[config.mk]
export PLATFORM = sky130hd
export DESIGN_NAME = lc3_mem_access_flat
export DESIGN_NICKNAME = d
export VERILOG_FILES = /design/src/rtl/lc3_mem_access_if.sv /design/src/rtl/lc3_mem_access.sv /design/src/flat_wrapper.sv
export SDC_FILE = /design/constraint.sdc
export NUM_CORES = 1
export LEC_CHECK = 0
export ABC_CLOCK_PERIOD_IN_PS = 2100
export BUFFER_PORTS_ARGS = -buffer_cell sky130_fd_sc_hd__buf_2
export CORE_MARGIN = 5
export CORE_UTILIZATION = 35
export DETAILED_ROUTE_END_ITERATION = 8
export GPL_ROUTABILITY_DRIVEN = 0
export PLACE_DENSITY = 0.72
export SLEW_MARGIN = 10
export SYNTH_ARGS = -nofsm -noshare
export SYNTH_HDL_FRONTEND = slang
export SYNTH_SLANG_ARGS = --single-unit
export TNS_END_PERCENT = 30
[constraint.sdc]
create_clock -name clk -period 2.1 [get_ports clk]
set_input_delay 0.21 -clock clk [delete_from_list [all_inputs] [get_ports clk]]
set_output_delay 0.21 -clock clk [all_outputs]
set_load 0.01 [all_outputs]
[src/rtl/lc3_mem_access_if.sv]
// ----------------------------------------------------------------------------
// lc3_mem_access_if
//
// Purpose:
//   Single-port memory bus between the LC-3 memory access sequencer and a
//   memory. The requester drives a request strobe, a write strobe, the address
//   and the write data. The memory answers with read data and a ready flag
//   that completes the current request in the same cycle.
//
// Signals:
//   mem_en     requester -> memory  request is active this cycle
//   mem_we     requester -> memory  write strobe, only high with mem_en
//   mem_addr   requester -> memory  16-bit word address
//   mem_wdata  requester -> memory  16-bit write data
//   mem_rdata  memory -> requester  16-bit read data, valid with mem_en & mem_ready
//   mem_ready  memory -> requester  current request completes this cycle
//
// Modports:
//   master  the sequencer side (lc3_mem_access)
//   slave   the memory side
// ----------------------------------------------------------------------------
interface lc3_mem_access_if;
    logic        mem_en;
    logic        mem_we;
    logic [15:0] mem_addr;
    logic [15:0] mem_wdata;
    logic [15:0] mem_rdata;
    logic        mem_ready;

    modport master (
        output mem_en,
        output mem_we,
        output mem_addr,
        output mem_wdata,
        input  mem_rdata,
        input  mem_ready
    );

    modport slave (
        input  mem_en,
        input  mem_we,
        input  mem_addr,
        input  mem_wdata,
        output mem_rdata,
        output mem_ready
    );
endinterface

[src/rtl/lc3_mem_access.sv]
// ----------------------------------------------------------------------------
// lc3_mem_access
//
// Purpose:
//   Memory access sequencer for the LC-3 datapath. Takes the effective
//   address from the address adder and performs a direct load (LD/LDR),
//   direct store (ST/STR), indirect load (LDI) or indirect store (STI) over a
//   request/ready memory bus. Owns the MAR/MDR side of the datapath and
//   reports completion to the control FSM with a one-cycle done pulse.
//
// Ports:
//   clk          in   single clock, rising edge
//   reset        in   synchronous, active-high
//   start        in   begin an access, only looked at while idle
//   addr[15:0]   in   effective address (or pointer location when indirect)
//   wdata[15:0]  in   store data
//   is_store     in   1 = write, 0 = read
//   is_indirect  in   1 = addr holds a pointer to the real address
//   busy         out  high in every state except IDLE
//   done         out  one-cycle completion pulse
//   err          out  timeout abort flag, valid together with done
//   rdata[15:0]  out  last loaded value, held until the next successful load
//   mem          master side of lc3_mem_access_if
//
// Parameters:
//   TIMEOUT_CYC  consecutive wait cycles tolerated before abort (1..31),
//                only meaningful when LC3_MEM_TIMEOUT_EN is defined.
//
// Build options:
//   LC3_MEM_TIMEOUT_EN  when defined, a 5-bit wait counter aborts a request
//                       that has seen TIMEOUT_CYC consecutive not-ready
//                       cycles, completing with err=1. When undefined the
//                       sequencer waits forever and err is tied low.
// ----------------------------------------------------------------------------
module lc3_mem_access #(
    parameter int TIMEOUT_CYC = 16
) (
    input  logic        clk,
    input  logic        reset,
    input  logic        start,
    input  logic [15:0] addr,
    input  logic [15:0] wdata,
    input  logic        is_store,
    input  logic        is_indirect,
    output logic        busy,
    output logic        done,
    output logic        err,
    output logic [15:0] rdata,
    lc3_mem_access_if.master mem
);

    // The wait counter is 5 bits wide, so the abort threshold must fit in it.
    if (TIMEOUT_CYC < 1 || TIMEOUT_CYC > 31) begin : g_bad_timeout_cyc
        $error("lc3_mem_access: TIMEOUT_CYC must be in the range 1..31");
    end

    localparam logic [1:0] ST_IDLE   = 2'd0;
    localparam logic [1:0] ST_PTR    = 2'd1;
    localparam logic [1:0] ST_ACCESS = 2'd2;
    localparam logic [1:0] ST_DONE   = 2'd3;

    logic [1:0]  state_q,     state_d;
    logic [15:0] mem_addr_q,  mem_addr_d;
    logic [15:0] mem_wdata_q, mem_wdata_d;
    logic [15:0] rdata_q,     rdata_d;
    logic        is_store_q,  is_store_d;
    logic        phase_active;

`ifdef LC3_MEM_TIMEOUT_EN
    localparam logic [4:0] TIMEOUT_LAST = 5'(TIMEOUT_CYC - 1);

    logic [4:0] wait_cnt_q, wait_cnt_d;
    logic       err_q,      err_d;
`endif

    // PTR and ACCESS are the two phases that hold a request on the bus.
    assign phase_active = (state_q == ST_PTR) || (state_q == ST_ACCESS);

    // Next-state and datapath update. mem_addr_q doubles as the MAR: it holds
    // the captured address during the pointer read and is overwritten with
    // the fetched pointer on the PTR->ACCESS transition, which is the only
    // point where the bus address may change while a request is active.
    always_comb begin
        state_d     = state_q;
        mem_addr_d  = mem_addr_q;
        mem_wdata_d = mem_wdata_q;
        rdata_d     = rdata_q;
        is_store_d  = is_store_q;

        case (state_q)
            ST_IDLE: begin
                if (start) begin
                    mem_addr_d  = addr;
                    mem_wdata_d = wdata;
                    is_store_d  = is_store;
                    state_d     = is_indirect ? ST_PTR : ST_ACCESS;
                end
            end
            ST_PTR: begin
                if (mem.mem_ready) begin
                    mem_addr_d = mem.mem_rdata;
                    state_d    = ST_ACCESS;
                end
            end
            ST_ACCESS: begin
                if (mem.mem_ready) begin
                    if (!is_store_q) begin
                        rdata_d = mem.mem_rdata;
                    end
                    state_d = ST_DONE;
                end
            end
            ST_DONE: begin
                state_d = ST_IDLE;
            end
            default: begin
                state_d = ST_IDLE;
            end
        endcase

`ifdef LC3_MEM_TIMEOUT_EN
        // Count consecutive stalled cycles of the current phase. Reaching the
        // limit forces DONE with err raised for that one cycle; rdata is not
        // touched because the ACCESS branch above only loads on mem_ready.
        wait_cnt_d = wait_cnt_q;
        err_d      = 1'b0;
        if (phase_active && !mem.mem_ready) begin
            if (wait_cnt_q == TIMEOUT_LAST) begin
                state_d = ST_DONE;
                err_d   = 1'b1;
            end else begin
                wait_cnt_d = wait_cnt_q + 5'd1;
            end
        end
        // Any state change starts a fresh phase with a cleared counter.
        if (state_d != state_q) begin
            wait_cnt_d = '0;
        end
`endif
    end

    always_ff @(posedge clk) begin
        if (reset) begin
            state_q     <= ST_IDLE;
            mem_addr_q  <= 16'h0000;
            mem_wdata_q <= 16'h0000;
            rdata_q     <= 16'h0000;
            is_store_q  <= 1'b0;
        end else begin
            state_q     <= state_d;
            mem_addr_q  <= mem_addr_d;
            mem_wdata_q <= mem_wdata_d;
            rdata_q     <= rdata_d;
            is_store_q  <= is_store_d;
        end
    end

`ifdef LC3_MEM_TIMEOUT_EN
    always_ff @(posedge clk) begin
        if (reset) begin
            wait_cnt_q <= '0;
            err_q      <= 1'b0;
        end else begin
            wait_cnt_q <= wait_cnt_d;
            err_q      <= err_d;
        end
    end

    assign err = err_q;
`else
    assign err = 1'b0;
`endif

    // All outputs decode straight from flops, so the bus is glitch free and
    // a synchronous reset returns every output to idle on the next cycle.
    assign busy          = (state_q != ST_IDLE);
    assign done          = (state_q == ST_DONE);
    assign rdata         = rdata_q;
    assign mem.mem_en    = phase_active;
    assign mem.mem_we    = (state_q == ST_ACCESS) && is_store_q;
    assign mem.mem_addr  = mem_addr_q;
    assign mem.mem_wdata = mem_wdata_q;

endmodule
[src/flat_wrapper.sv]
// flat-port wrapper written by rule: the top's interface ports become plain ports
module lc3_mem_access_flat 
#(
    parameter int TIMEOUT_CYC = 16
)
  (clk, reset, start, addr, wdata, is_store, is_indirect, busy, done, err, rdata, mem_mem_en, mem_mem_we, mem_mem_addr, mem_mem_wdata, mem_mem_rdata, mem_mem_ready);
  lc3_mem_access_if mem_i ();
  input  logic clk;
  input  logic reset;
  input  logic start;
  input  logic [15:0] addr;
  input  logic [15:0] wdata;
  input  logic is_store;
  input  logic is_indirect;
  output logic busy;
  output logic done;
  output logic err;
  output logic [15:0] rdata;
  output wire logic [$bits(mem_i.mem_en)-1:0] mem_mem_en;
  output wire logic [$bits(mem_i.mem_we)-1:0] mem_mem_we;
  output wire logic [$bits(mem_i.mem_addr)-1:0] mem_mem_addr;
  output wire logic [$bits(mem_i.mem_wdata)-1:0] mem_mem_wdata;
  input wire logic [$bits(mem_i.mem_rdata)-1:0] mem_mem_rdata;
  input wire logic [$bits(mem_i.mem_ready)-1:0] mem_mem_ready;
  assign mem_mem_en = mem_i.mem_en;
  assign mem_mem_we = mem_i.mem_we;
  assign mem_mem_addr = mem_i.mem_addr;
  assign mem_mem_wdata = mem_i.mem_wdata;
  assign mem_i.mem_rdata = mem_mem_rdata;
  assign mem_i.mem_ready = mem_mem_ready;
  lc3_mem_access #(.TIMEOUT_CYC(TIMEOUT_CYC)) u_core (.clk(clk), .reset(reset), .start(start), .addr(addr), .wdata(wdata), .is_store(is_store), .is_indirect(is_indirect), .busy(busy), .done(done), .err(err), .rdata(rdata), .mem(mem_i));
endmodule
==> metrics.txt <==
CTS resizes=0; Rel. slew slack=~57%; sequential share of the synthesized area=between 40% and 50%; Starting Density=between 30% and 40%; Max Fclk=slightly below 600 MHz; Setup Total Neg Slack=0 ns; internal power=roughly 2.1 mW; mux share of post-synthesis cell area=8.59%; clk slew on worst S/H paths=approximately 0.080 ns; postcts setup bufs=0; clk_lat worst skew=0.30 ns; Synth Register Bits=51; main combinational cell family by area after synthesis=compound AO/OA/AOI/OAI gates; chip width=a little under 90 µm; Synth Area in Simple Gates=approximately 15%; largest cells by area after synthesis=dfxtp_1 (47%), nand2_1 (12%), a21oi_1 (12%), mux2i_1 (7.9%), a211oi_2 (5.8%); DRT antenna net count=0; largest area contributor in the netlist=dfxtp_1; Flop pwr share=between 30% and 40%; Clock power frac=approximately 16%; EDFF count, synth=0; Max Used Layer=met4; Pre-Repair DR Iteration Count=5; Async SR Flop Fraction=0%; vias in the first global route=~1800; final setup violation count=0; Starting DRT DRC Count=49; Worst Setup End Kind=flop; post-synthesis cell type count=24; YS warnings=0; crit-path max FO=17; # diodes=0; Buffers on Ports=105; Vias/cell=about 4.8; CTS tree=yes; crit start category=flop; ys flop type=dfxtp_1; drt total wl=between 5 and 6 mm; min Tclk post-route=1.72 ns; Logic pwr share=a little under half; clk root buf=clkbuf_8; syn_nets=just over 300; count of final max-slew check failures=0; die area=0.00783 mm²; DR WL/cell=between 10 and 15 µm; RSZ-0062 raised after global routing=no; Filler cells=slightly above 600; outcome=completed; # hold bufs at CTS=0; CORE AREA=about 0.0060 mm²; Post-Synth XOR/XNOR Area=0%; wire length on met1=2.36 mm; PwrDens=around 1200 mW/mm²; clk_skew=roughly 0.0064 ns; Core Util, Final=between 40 and 50%; layout cells sized above 1=38.0%; Worst-Margin Slew=0.648 ns; Area Growth Syn to Fin=29.8%; met2 wire length=approximately 2.6 mm; Ports=107; Post-route DRC=0; num rows=28; switching share of power=about two fifths; Max Root-Sink Buffers=2; type of the worst setup path=flop to flop; Max IR drop VDD=approximately 480 µV; maxcap violations=0; area share of fa/ha/maj cells after synthesis=about 2.3%; global route total overflow=0; final hold violations=0; HP Class=primary input to flop; Leak=between 1 and 1.5 nW; Post-Syn Area=around 0.0022 mm²; Vias=between 1500 and 2000; wire length on met3=between 600 and 700 µm; HPWL after DPL=approximately 4.3 mm; cells after synthesis=246; final net count=400; H-tree depth=2; GR Util All Layers=between 10% and 20%; compound-gate portion of the synthesized area=21.1%; fin crit share=between 80% and 90%; Post-Syn Area per Cell=8.76 µm²; clock sinks=51; required time of the critical path=between 2 and 2.5 ns; worst endpoint data arrival time=between 1.5 and 2 ns; global-route wire length before repair=~8.7 mm; pin count of the biggest net entering global routing=32; Die Y=slightly below 90 µm; share of the synthesized area in the top cell type=between 40% and 50%; CTS Buf Count=5; P_sw=1.35 mW; initial antenna violation count=0
[per-layer routing]
| layer | vias to the layer above | track usage (%) |
|---|---|---|
| met2 | 80 | 23.7 |
| met4 | 0 | 3.71 |
| met5 | - | 0 |
| met1 | 885 | 17.5 |
| met3 | 5 | 5.31 |
| li1 | 1016 | - |
[Yosys cell counts (all sizes together) (2+ instances only)]
master and number:
buf 8, nand2b 2, and2 3, dfxtp 51, clkbuf 13, a211oi 16, a21oi 50, mux2i 17
ha 4, inv 4, o21ai 3, nand2 67
[power by group through the flow]
stage	Sequential (mW)	Clock, mW	Combinational, mW
final	1.35	0.535	1.55
after global placement	1.38	0	1.54
after detailed placement	1.37	0	1.58
after floorplan	1.47	0	1.01
after global routing	1.38	0.602	1.75
after CTS	1.35	0.565	1.58
[area by class of cell]
| class | count | area (µm²) | share of cell area [%] |
|---|---|---|---|
| clock buffer | 5 | 68.8 | 2.46 |
| clock inverter | 2 | 13.8 | 0.492 |
| inverter | 4 | 15.0 | 0.537 |
| multi-input combinational | 170 | 1010 | 36.1 |
| sequential | 51 | 1020 | 36.5 |
| tap | 75 | 93.8 | 3.36 |
| timing repair buffer | 110 | 576 | 20.6 |
[critical path, stage by stage, from the launching register on]
cell	delay, ns
dfxtp_1	0.38
inv_1	0.09
ha_1	0.29
mux2_4	0.39
and2_4	0.27
a211oi_1	0.22
[path summary, 6_finish.rpt]
check | startpoint | end | slack (ns) | depth (start not counted)
setup / recovery | u_core.state_q[0] | u_core.mem.mem_addr[0] | 0.38 | 5
setup reg to reg | u_core.state_q[0] | u_core.mem.mem_addr[0] | 0.38 | 5
hold / removal | wdata[7] | u_core.mem.mem_wdata[7] | 0.14 | 3
hold reg to reg | u_core.mem.mem_wdata[6] | u_core.mem.mem_wdata[6] | 0.45 | 2
[registers in the layout (all words and copies together) (netlist names)]
signal / count
u_core.mem.mem_wdata: 16
u_core.is_store_q: 1
u_core.mem.mem_addr: 16
u_core.state_q: 2
u_core.rdata: 16
[cell usage in the layout (no fill, tap or decap)]
master / count
clkbuf_8: 5
o311a_1: 1
dfxtp_1: 51
a211oi_1: 6
o21ai_0: 3
clkinv_2: 1
inv_1: 4
buf_12: 1
and2_1: 2
ha_1: 4
nand2b_1: 2
buf_2: 105
nand3b_1: 1
and3b_1: 1
nand2_1: 67
conb_1: 1
or3_1: 1
clkinv_4: 1
mux2i_1: 17
mux2_4: 1
o21ba_2: 1
a21oi_1: 50
nor2b_1: 1
and2_4: 1
a211oi_2: 10
buf_4: 4
[through the flow]
stage | total power, mW | instance area, µm² | cells | hold WS, ns | worst slack (ns)
global placement | 2.92 | 2710 | 410 | 0.439 | 0.474
floorplan | 2.49 | 2150 | 246 | 0.346 | 0.412
finish | 3.44 | 2800 | 417 | 0.143 | 0.376
detailed placement | 2.95 | 2710 | 410 | 0.443 | 0.359
CTS | 3.50 | 2800 | 417 | 0.131 | 0.364
global route | 3.74 | 2800 | 417 | 0.134 | 0.234
[kinds of logic after synthesis]
logic type,after synthesis
flops,51
buf+inv,25
other cells,1
simple gates,76
compound gates,71
mux,18
fa+ha+maj,4
No activity file was read; power rests on OpenSTA's default activity.
